<file path="src/rtl/mem_stage_if.sv">
// Memory-stage bundle: pipeline request, data-memory port, matrix
// register-file port and the status/result signals back to the pipeline.
interface mem_stage_if #(
  parameter int MAT_WORDS = 16,
  parameter int IDX_W     = $clog2(MAT_WORDS)
);
  logic             req_valid;
  logic             req_load;
  logic             req_matrix;
  logic [2:0]       req_funct3;
  logic [31:0]      req_addr;
  logic [31:0]      req_wdata;

  logic [31:0]      mem_addr;
  logic [31:0]      mem_wdata;
  logic             mem_r_en;
  logic             mem_w_en;
  logic [1:0]       mem_byte_sel;
  logic             mem_mat;
  logic [31:0]      mem_rdata;

  logic [IDX_W-1:0] mat_idx;
  logic [31:0]      mat_rdata;
  logic             mat_we;
  logic [31:0]      mat_wdata;

  logic             stall;
  logic [31:0]      load_data;
  logic             load_valid;
  logic             mem_fault;
  logic             done;

  modport master (
    input  req_valid, req_load, req_matrix, req_funct3, req_addr, req_wdata,
    input  mem_rdata, mat_rdata,
    output mem_addr, mem_wdata, mem_r_en, mem_w_en, mem_byte_sel, mem_mat,
    output mat_idx, mat_we, mat_wdata,
    output stall, load_data, load_valid, mem_fault, done
  );

  modport slave (
    output req_valid, req_load, req_matrix, req_funct3, req_addr, req_wdata,
    output mem_rdata, mat_rdata,
    input  mem_addr, mem_wdata, mem_r_en, mem_w_en, mem_byte_sel, mem_mat,
    input  mat_idx, mat_we, mat_wdata,
    input  stall, load_data, load_valid, mem_fault, done
  );
endinterface

</file>
<file path="src/rtl/mem_stage_ctrl.sv">
// Memory-stage controller: single-cycle scalar loads/stores with size select
// and load extension, plus multi-beat word bursts between data memory and the
// matrix register file for matrix load/store instructions.
//
// state | meaning
// IDLE  | scalar accesses issued combinationally; matrix request accepted
// BURST | one word per cycle, beat k at base+4k, pipeline stalled
// DONE  | done pulse, no access, presented request ignored
module mem_stage_ctrl #(
  parameter int MAT_WORDS = 16,
  parameter int IDX_W     = $clog2(MAT_WORDS)
) (
  input logic        clk,
  input logic        rst,
  mem_stage_if.master bus
);

  typedef enum logic [1:0] {IDLE, BURST, DONE} state_t;

  localparam logic [IDX_W-1:0] LAST_BEAT = IDX_W'(MAT_WORDS - 1);

  state_t           state, state_nxt;
  logic [IDX_W-1:0] beat, beat_nxt;
  logic [31:0]      base, base_nxt;
  logic             dir_load, dir_load_nxt;
  logic             fault;
  logic             load_go;
  logic             fault_go;
  logic [31:0]      load_ext;

  // Request legality: unsupported funct3 encodings and misaligned addresses.
  always_comb begin
    fault = 1'b0;
    if (bus.req_matrix) begin
      fault = (bus.req_addr[1:0] != 2'b00);
    end else begin
      if (bus.req_funct3 == 3'b011 || bus.req_funct3[2:1] == 2'b11) fault = 1'b1;
      if (!bus.req_load && bus.req_funct3[2]) fault = 1'b1;
      if (bus.req_funct3[1:0] == 2'b01 && bus.req_addr[0]) fault = 1'b1;
      if (bus.req_funct3[1:0] == 2'b10 && bus.req_addr[1:0] != 2'b00) fault = 1'b1;
    end
  end

  // Load result shaping: the addressed byte/half sits in the low lanes of mem_rdata.
  always_comb begin
    case (bus.req_funct3)
      3'b000:  load_ext = {{24{bus.mem_rdata[7]}}, bus.mem_rdata[7:0]};
      3'b001:  load_ext = {{16{bus.mem_rdata[15]}}, bus.mem_rdata[15:0]};
      3'b100:  load_ext = {24'h0, bus.mem_rdata[7:0]};
      3'b101:  load_ext = {16'h0, bus.mem_rdata[15:0]};
      default: load_ext = bus.mem_rdata;
    endcase
  end

  // Next-state and access outputs; everything forced idle while reset is high.
  always_comb begin
    state_nxt        = state;
    beat_nxt         = beat;
    base_nxt         = base;
    dir_load_nxt     = dir_load;
    load_go          = 1'b0;
    fault_go         = 1'b0;
    bus.mem_addr     = 32'h0;
    bus.mem_wdata    = 32'h0;
    bus.mem_r_en     = 1'b0;
    bus.mem_w_en     = 1'b0;
    bus.mem_byte_sel = 2'b00;
    bus.mem_mat      = 1'b0;
    bus.mat_idx      = '0;
    bus.mat_we       = 1'b0;
    bus.mat_wdata    = 32'h0;
    bus.stall        = 1'b0;
    bus.done         = 1'b0;
    if (!rst) begin
      case (state)
        IDLE: begin
          if (bus.req_valid) begin
            if (fault) begin
              fault_go = 1'b1;
            end else if (bus.req_matrix) begin
              bus.stall    = 1'b1;
              base_nxt     = bus.req_addr;
              dir_load_nxt = bus.req_load;
              beat_nxt     = '0;
              state_nxt    = BURST;
            end else begin
              bus.mem_addr     = bus.req_addr;
              bus.mem_byte_sel = bus.req_funct3[1:0];
              if (bus.req_load) begin
                bus.mem_r_en = 1'b1;
                load_go      = 1'b1;
              end else begin
                bus.mem_w_en  = 1'b1;
                bus.mem_wdata = bus.req_wdata;
              end
            end
          end
        end
        BURST: begin
          bus.mem_addr     = base + 32'({beat, 2'b00});
          bus.mem_byte_sel = 2'b10;
          bus.mem_mat      = 1'b1;
          bus.mat_idx      = beat;
          bus.stall        = 1'b1;
          if (dir_load) begin
            bus.mem_r_en  = 1'b1;
            bus.mat_we    = 1'b1;
            bus.mat_wdata = bus.mem_rdata;
          end else begin
            bus.mem_w_en  = 1'b1;
            bus.mem_wdata = bus.mat_rdata;
          end
          if (beat == LAST_BEAT) begin
            beat_nxt  = '0;
            state_nxt = DONE;
          end else begin
            beat_nxt = beat + IDX_W'(1);
          end
        end
        DONE: begin
          bus.done  = 1'b1;
          state_nxt = IDLE;
        end
        default: state_nxt = IDLE;
      endcase
    end
  end

  // State, burst context and registered load/fault results.
  always_ff @(posedge clk or posedge rst) begin
    if (rst) begin
      state          <= IDLE;
      beat           <= '0;
      base           <= 32'h0;
      dir_load       <= 1'b0;
      bus.load_data  <= 32'h0;
      bus.load_valid <= 1'b0;
      bus.mem_fault  <= 1'b0;
    end else begin
      state          <= state_nxt;
      beat           <= beat_nxt;
      base           <= base_nxt;
      dir_load       <= dir_load_nxt;
      bus.load_valid <= load_go;
      bus.mem_fault  <= fault_go;
      if (load_go) bus.load_data <= load_ext;
    end
  end

endmodule

</file>
<file path="src/flat_wrapper.sv">
// flat-port wrapper written by rule: the top's interface ports become plain ports
module mem_stage_ctrl_flat 
#(
  parameter int MAT_WORDS = 16,
  parameter int IDX_W     = $clog2(MAT_WORDS)
)
  (clk, rst, bus_req_valid, bus_req_load, bus_req_matrix, bus_req_funct3, bus_req_addr, bus_req_wdata, bus_mem_rdata, bus_mat_rdata, bus_mem_addr, bus_mem_wdata, bus_mem_r_en, bus_mem_w_en, bus_mem_byte_sel, bus_mem_mat, bus_mat_idx, bus_mat_we, bus_mat_wdata, bus_stall, bus_load_data, bus_load_valid, bus_mem_fault, bus_done);
  mem_stage_if #(.MAT_WORDS(MAT_WORDS), .IDX_W(IDX_W)) bus_i ();
  input logic clk;
  input logic rst;
  input wire logic [$bits(bus_i.req_valid)-1:0] bus_req_valid;
  input wire logic [$bits(bus_i.req_load)-1:0] bus_req_load;
  input wire logic [$bits(bus_i.req_matrix)-1:0] bus_req_matrix;
  input wire logic [$bits(bus_i.req_funct3)-1:0] bus_req_funct3;
  input wire logic [$bits(bus_i.req_addr)-1:0] bus_req_addr;
  input wire logic [$bits(bus_i.req_wdata)-1:0] bus_req_wdata;
  input wire logic [$bits(bus_i.mem_rdata)-1:0] bus_mem_rdata;
  input wire logic [$bits(bus_i.mat_rdata)-1:0] bus_mat_rdata;
  output wire logic [$bits(bus_i.mem_addr)-1:0] bus_mem_addr;
  output wire logic [$bits(bus_i.mem_wdata)-1:0] bus_mem_wdata;
  output wire logic [$bits(bus_i.mem_r_en)-1:0] bus_mem_r_en;
  output wire logic [$bits(bus_i.mem_w_en)-1:0] bus_mem_w_en;
  output wire logic [$bits(bus_i.mem_byte_sel)-1:0] bus_mem_byte_sel;
  output wire logic [$bits(bus_i.mem_mat)-1:0] bus_mem_mat;
  output wire logic [$bits(bus_i.mat_idx)-1:0] bus_mat_idx;
  output wire logic [$bits(bus_i.mat_we)-1:0] bus_mat_we;
  output wire logic [$bits(bus_i.mat_wdata)-1:0] bus_mat_wdata;
  output wire logic [$bits(bus_i.stall)-1:0] bus_stall;
  output wire logic [$bits(bus_i.load_data)-1:0] bus_load_data;
  output wire logic [$bits(bus_i.load_valid)-1:0] bus_load_valid;
  output wire logic [$bits(bus_i.mem_fault)-1:0] bus_mem_fault;
  output wire logic [$bits(bus_i.done)-1:0] bus_done;
  assign bus_i.req_valid = bus_req_valid;
  assign bus_i.req_load = bus_req_load;
  assign bus_i.req_matrix = bus_req_matrix;
  assign bus_i.req_funct3 = bus_req_funct3;
  assign bus_i.req_addr = bus_req_addr;
  assign bus_i.req_wdata = bus_req_wdata;
  assign bus_i.mem_rdata = bus_mem_rdata;
  assign bus_i.mat_rdata = bus_mat_rdata;
  assign bus_mem_addr = bus_i.mem_addr;
  assign bus_mem_wdata = bus_i.mem_wdata;
  assign bus_mem_r_en = bus_i.mem_r_en;
  assign bus_mem_w_en = bus_i.mem_w_en;
  assign bus_mem_byte_sel = bus_i.mem_byte_sel;
  assign bus_mem_mat = bus_i.mem_mat;
  assign bus_mat_idx = bus_i.mat_idx;
  assign bus_mat_we = bus_i.mat_we;
  assign bus_mat_wdata = bus_i.mat_wdata;
  assign bus_stall = bus_i.stall;
  assign bus_load_data = bus_i.load_data;
  assign bus_load_valid = bus_i.load_valid;
  assign bus_mem_fault = bus_i.mem_fault;
  assign bus_done = bus_i.done;
  mem_stage_ctrl #(.MAT_WORDS(MAT_WORDS), .IDX_W(IDX_W)) u_core (.clk(clk), .rst(rst), .bus(bus_i));
endmodule
</file>
<file path="config.mk">
export PLATFORM = sky130hd
export DESIGN_NAME = mem_stage_ctrl_flat
export DESIGN_NICKNAME = d
export VERILOG_FILES = /design/src/rtl/mem_stage_if.sv /design/src/rtl/mem_stage_ctrl.sv /design/src/flat_wrapper.sv
export SDC_FILE = /design/constraint.sdc
export NUM_CORES = 1
export LEC_CHECK = 0
export CAP_MARGIN = 5
export CELL_PAD_IN_SITES_DETAIL_PLACEMENT = 0
export CELL_PAD_IN_SITES_GLOBAL_PLACEMENT = 2
export CORE_MARGIN = 8
export CORE_UTILIZATION = 19
export DETAILED_ROUTE_END_ITERATION = 10
export GPL_ROUTABILITY_DRIVEN = 0
export PLACE_DENSITY = 0.85
export SKIP_CTS_REPAIR_TIMING = 1
export SLEW_MARGIN = 20
export SYNTH_ARGS = -nofsm -noshare
export SYNTH_HDL_FRONTEND = slang
export SYNTH_SLANG_ARGS = --single-unit
</file>
<file path="constraint.sdc">
create_clock -name clk -period 3.75 [get_ports clk]
set_clock_uncertainty 0.15 [all_clocks]
set_input_delay 0.375 -clock clk [delete_from_list [all_inputs] [get_ports clk]]
set_output_delay 0.375 -clock clk [all_outputs]
set_load 0.03 [all_outputs]
</file>
==> flow_summary.ini <==
[sta]
finalSetupTns_ns = 0
final_max_slew_viol_count = 0
setup_violations = 0
timing_worst_slew_pin_value_ns = 0.724
rsz0062_at_grt = no
post-route-worst-setup-slack_ns = 0.278
layout_worst_path_cycle_share = 0.926
timing.max_slew.rel_slack = 0.518
max_freq_ghz = 0.288
time_the_final_worst_path_needs_with_i_o_delays_and_setup_ns = 3.47
finalHoldViolCount = 0

[cells_and_area]
post-route-cell-area_um2 = 8000
area.growth.synth_to_final_pct = 71.5
diodes = 0
drive_gt1_frac = 0.245
finalNetCount = 916
multi_input_area_um2 = 2640
filler_cell_count = 2529
sequential_cell_area_um2 = 1830

[synth]
synth.yosys.seq_area_share = 0.392
synth.ff_latch_count = 73
synthArstFlopShare = 1.00
yosys_warnings = 0
mappedNetlistArea_um2 = 4660
ys_dominant_reg_cell = sky130_fd_sc_hd__dfrtp_1
avgSynthCellArea_um2 = 9.25
netlist-cell-type-count = 48
synth_enable_flop_cells = 0
synth_cells = 504
synth_fp_nets = 646

[global_routing]
gr-total-overflow = 0
grt_max_degree = 58
globalRouteTotalUtil = 0.131
first_global_vias = 5003
grt_first_pass_wirelength_mm = 30.9
grt_antenna_before_repair = 0

[drt]
detail_route.first_pass.iterations = 4
overall_via_count_from_detail_route = 4804
postRouteAntennaNets = 0
wl_per_cell_um = 18.0
drt_iter0_markers = 198
via_per_inst = 4.36
drt_wl_total_mm = 19.9
remaining_drc_errors = 0

[min_path]
hold_path.startpoint = u_core.base[0]$_DFFE_PP0P_
hold-path-endpoint = u_core.base[0]$_DFFE_PP0P_
hold-path-cell-count = 1
hp-class = reg -> reg

[critical_path]
worst_path_max_delay_cell = sky130_fd_sc_hd__dfrtp_1
r2r_slack_ns = 1.52
worst-r2r-cell-count = 4
crit_path_cell_trace = ha_1 -> inv_1 -> fa_1 -> nand2b_1 -> o2bb2ai_1 -> nor4_1 -> xnor2_1 -> o21ai_0 -> buf_12
critical-path-max-stage-delay_ns = 0.44
timing.critical_path.required_ns = 3.22
cp.arrival_ns = 2.95
start_kind = flip-flop
crit_family = compound AO/OA/AOI/OAI gates
worst-path-buf-inv = 2
setup.worst_path.end_class = output port
worst-setup-path-type = reg -> out
crit-reg2reg-capture = u_core.bus.load_data[2]$_DFFE_PP0P_
worstReg2RegStart = u_core.state[1]$_DFFE_PP0P_
crit_fanout = 6

[floorplanning]
die_width_um = 173
pin_count = 278
core_region_area_um2 = 24200
die_h_um = 173
floorplan.die_area_um2 = 29800
floorplan.rows = 57
start_util = 0.193

[clock_network]
ctsHtreeMaxLevel = 3
clock_edge_transition_at_the_registers_on_the_reported_setup_and_hold_paths_ns = 0.06
clock_insertion_delay_worst_skew_ns = 0.34
cts.path.max_buffers = 2
numCtsBuffers = 9
clock_sinks = 73
cts_tree = built
buffer_cell_driving_the_clock_tree_root = sky130_fd_sc_hd__clkbuf_16

[run]
maxCapViolations = 0

[placed_design]
place_hpwl_mm = 15.6
number_of_port_buffers = 277
placedInstanceArea_um2 = 7700
dp_slack_ns = 0.606

[pwr]
total_power_mw = 3.03
leakage_nw = 3.32
ir_worst_vdd_uv = 196
total_power_per_unit_cell_area_nw_per_um2 = 380

[run_status]
run_status = complete, no violations
## routing by layer
layer | track usage | routed length, um
met3 | 0.0390 | 1290
met4 | 0.0348 | 199
met2 | 0.225 | 9860
met1 | 0.155 | 8510
met5 | 0 | 0
## where the power goes
| part | total [mW] | switching, mW | internal, mW |
|---|---|---|---|
| clock | 0.872 | 0.340 | 0.532 |
| sequential | 1.11 | 0.143 | 0.966 |
| combinational | 1.05 | 0.531 | 0.523 |
## layout make-up
| class | count | area share |
|---|---|---|
| clock buffer | 13 | 0.0313 |
| clock inverter | 3 | 0.00501 |
| multi-input combinational | 388 | 0.330 |
| inverter | 8 | 0.00422 |
| timing repair buffer | 294 | 0.350 |
| sequential | 73 | 0.228 |
| tap | 324 | 0.0507 |
## worst max path at each step
stage                                from               end  slack (ns)  depth (start not counted)
5_1_grt        u_core.beat[0]$_DFFE_PP0P_  bus_mem_addr[28]        0.07                          9
6_report       u_core.beat[0]$_DFFE_PP0P_  bus_mem_addr[28]        0.28                          9
3_3_place_gp              bus_req_addr[0]      bus_mem_w_en        0.59                          8
3_5_place_dp              bus_req_addr[0]      bus_mem_w_en        0.61                          8
4_1_cts        u_core.beat[0]$_DFFE_PP0P_  bus_mem_addr[28]        0.27                          9
2_1_floorplan                         rst         bus_stall        0.41                          5
## cells in the mapped netlist (10+ instances only)
library cell	count	area share
sky130_fd_sc_hd__o21ai_0	38	0.041
sky130_fd_sc_hd__and2_1	35	0.047
sky130_fd_sc_hd__a31oi_1	10	0.013
sky130_fd_sc_hd__buf_2	12	0.013
sky130_fd_sc_hd__dfrtp_1	73	0.39
sky130_fd_sc_hd__mux2_2	39	0.094
sky130_fd_sc_hd__a21oi_1	32	0.034
sky130_fd_sc_hd__nor2_1	47	0.038
sky130_fd_sc_hd__clkbuf_1	17	0.014
sky130_fd_sc_hd__a22o_1	33	0.062
sky130_fd_sc_hd__xnor2_1	27	0.051
sky130_fd_sc_hd__nand2_1	39	0.031
## flip-flops by register name (all words and copies together), names as in the netlist
name and flops:
u_core.beat 4, u_core.bus.mem_fault 1, u_core.bus.load_valid 1, u_core.dir_load 1, u_core.bus.load_data 32, u_core.base 32
u_core.state 2
## kinds of logic after synthesis
logic type | Yosys count | share of synthesized area
compound gates | 134 | 0.188
xor+xnor | 27 | 0.0507
fa+ha+maj | 6 | 0.0177
buf+inv | 43 | 0.0443
flops | 73 | 0.392
mux | 40 | 0.0963
simple gates | 181 | 0.211
## placed cells by master (no fill, tap or decap), types with 6 or more instances in the layout
cell,n
sky130_fd_sc_hd__a21oi_1,32
sky130_fd_sc_hd__a22o_1,33
sky130_fd_sc_hd__a22oi_1,6
sky130_fd_sc_hd__a31oi_1,10
sky130_fd_sc_hd__and2_1,35
sky130_fd_sc_hd__buf_12,13
sky130_fd_sc_hd__buf_4,108
sky130_fd_sc_hd__clkbuf_16,9
sky130_fd_sc_hd__clkdlybuf4s50_1,173
sky130_fd_sc_hd__dfrtp_1,73
sky130_fd_sc_hd__inv_1,7
sky130_fd_sc_hd__mux2_2,39
sky130_fd_sc_hd__nand2_1,39
sky130_fd_sc_hd__nand3_1,7
sky130_fd_sc_hd__nor2_1,46
sky130_fd_sc_hd__nor3_1,6
sky130_fd_sc_hd__nor4_1,9
sky130_fd_sc_hd__o21ai_0,38
sky130_fd_sc_hd__xnor2_1,27
## metrics by stage
stage                util  hold WS [ns]  instances
floorplan               -         0.304        504
global placement    0.318         0.319       1087
detailed placement  0.318         0.325       1087
CTS                 0.330         0.342       1103
global route        0.331         0.365       1103
finish              0.331         0.338       1103
Note: power is estimated with default switching activity, not from simulation.
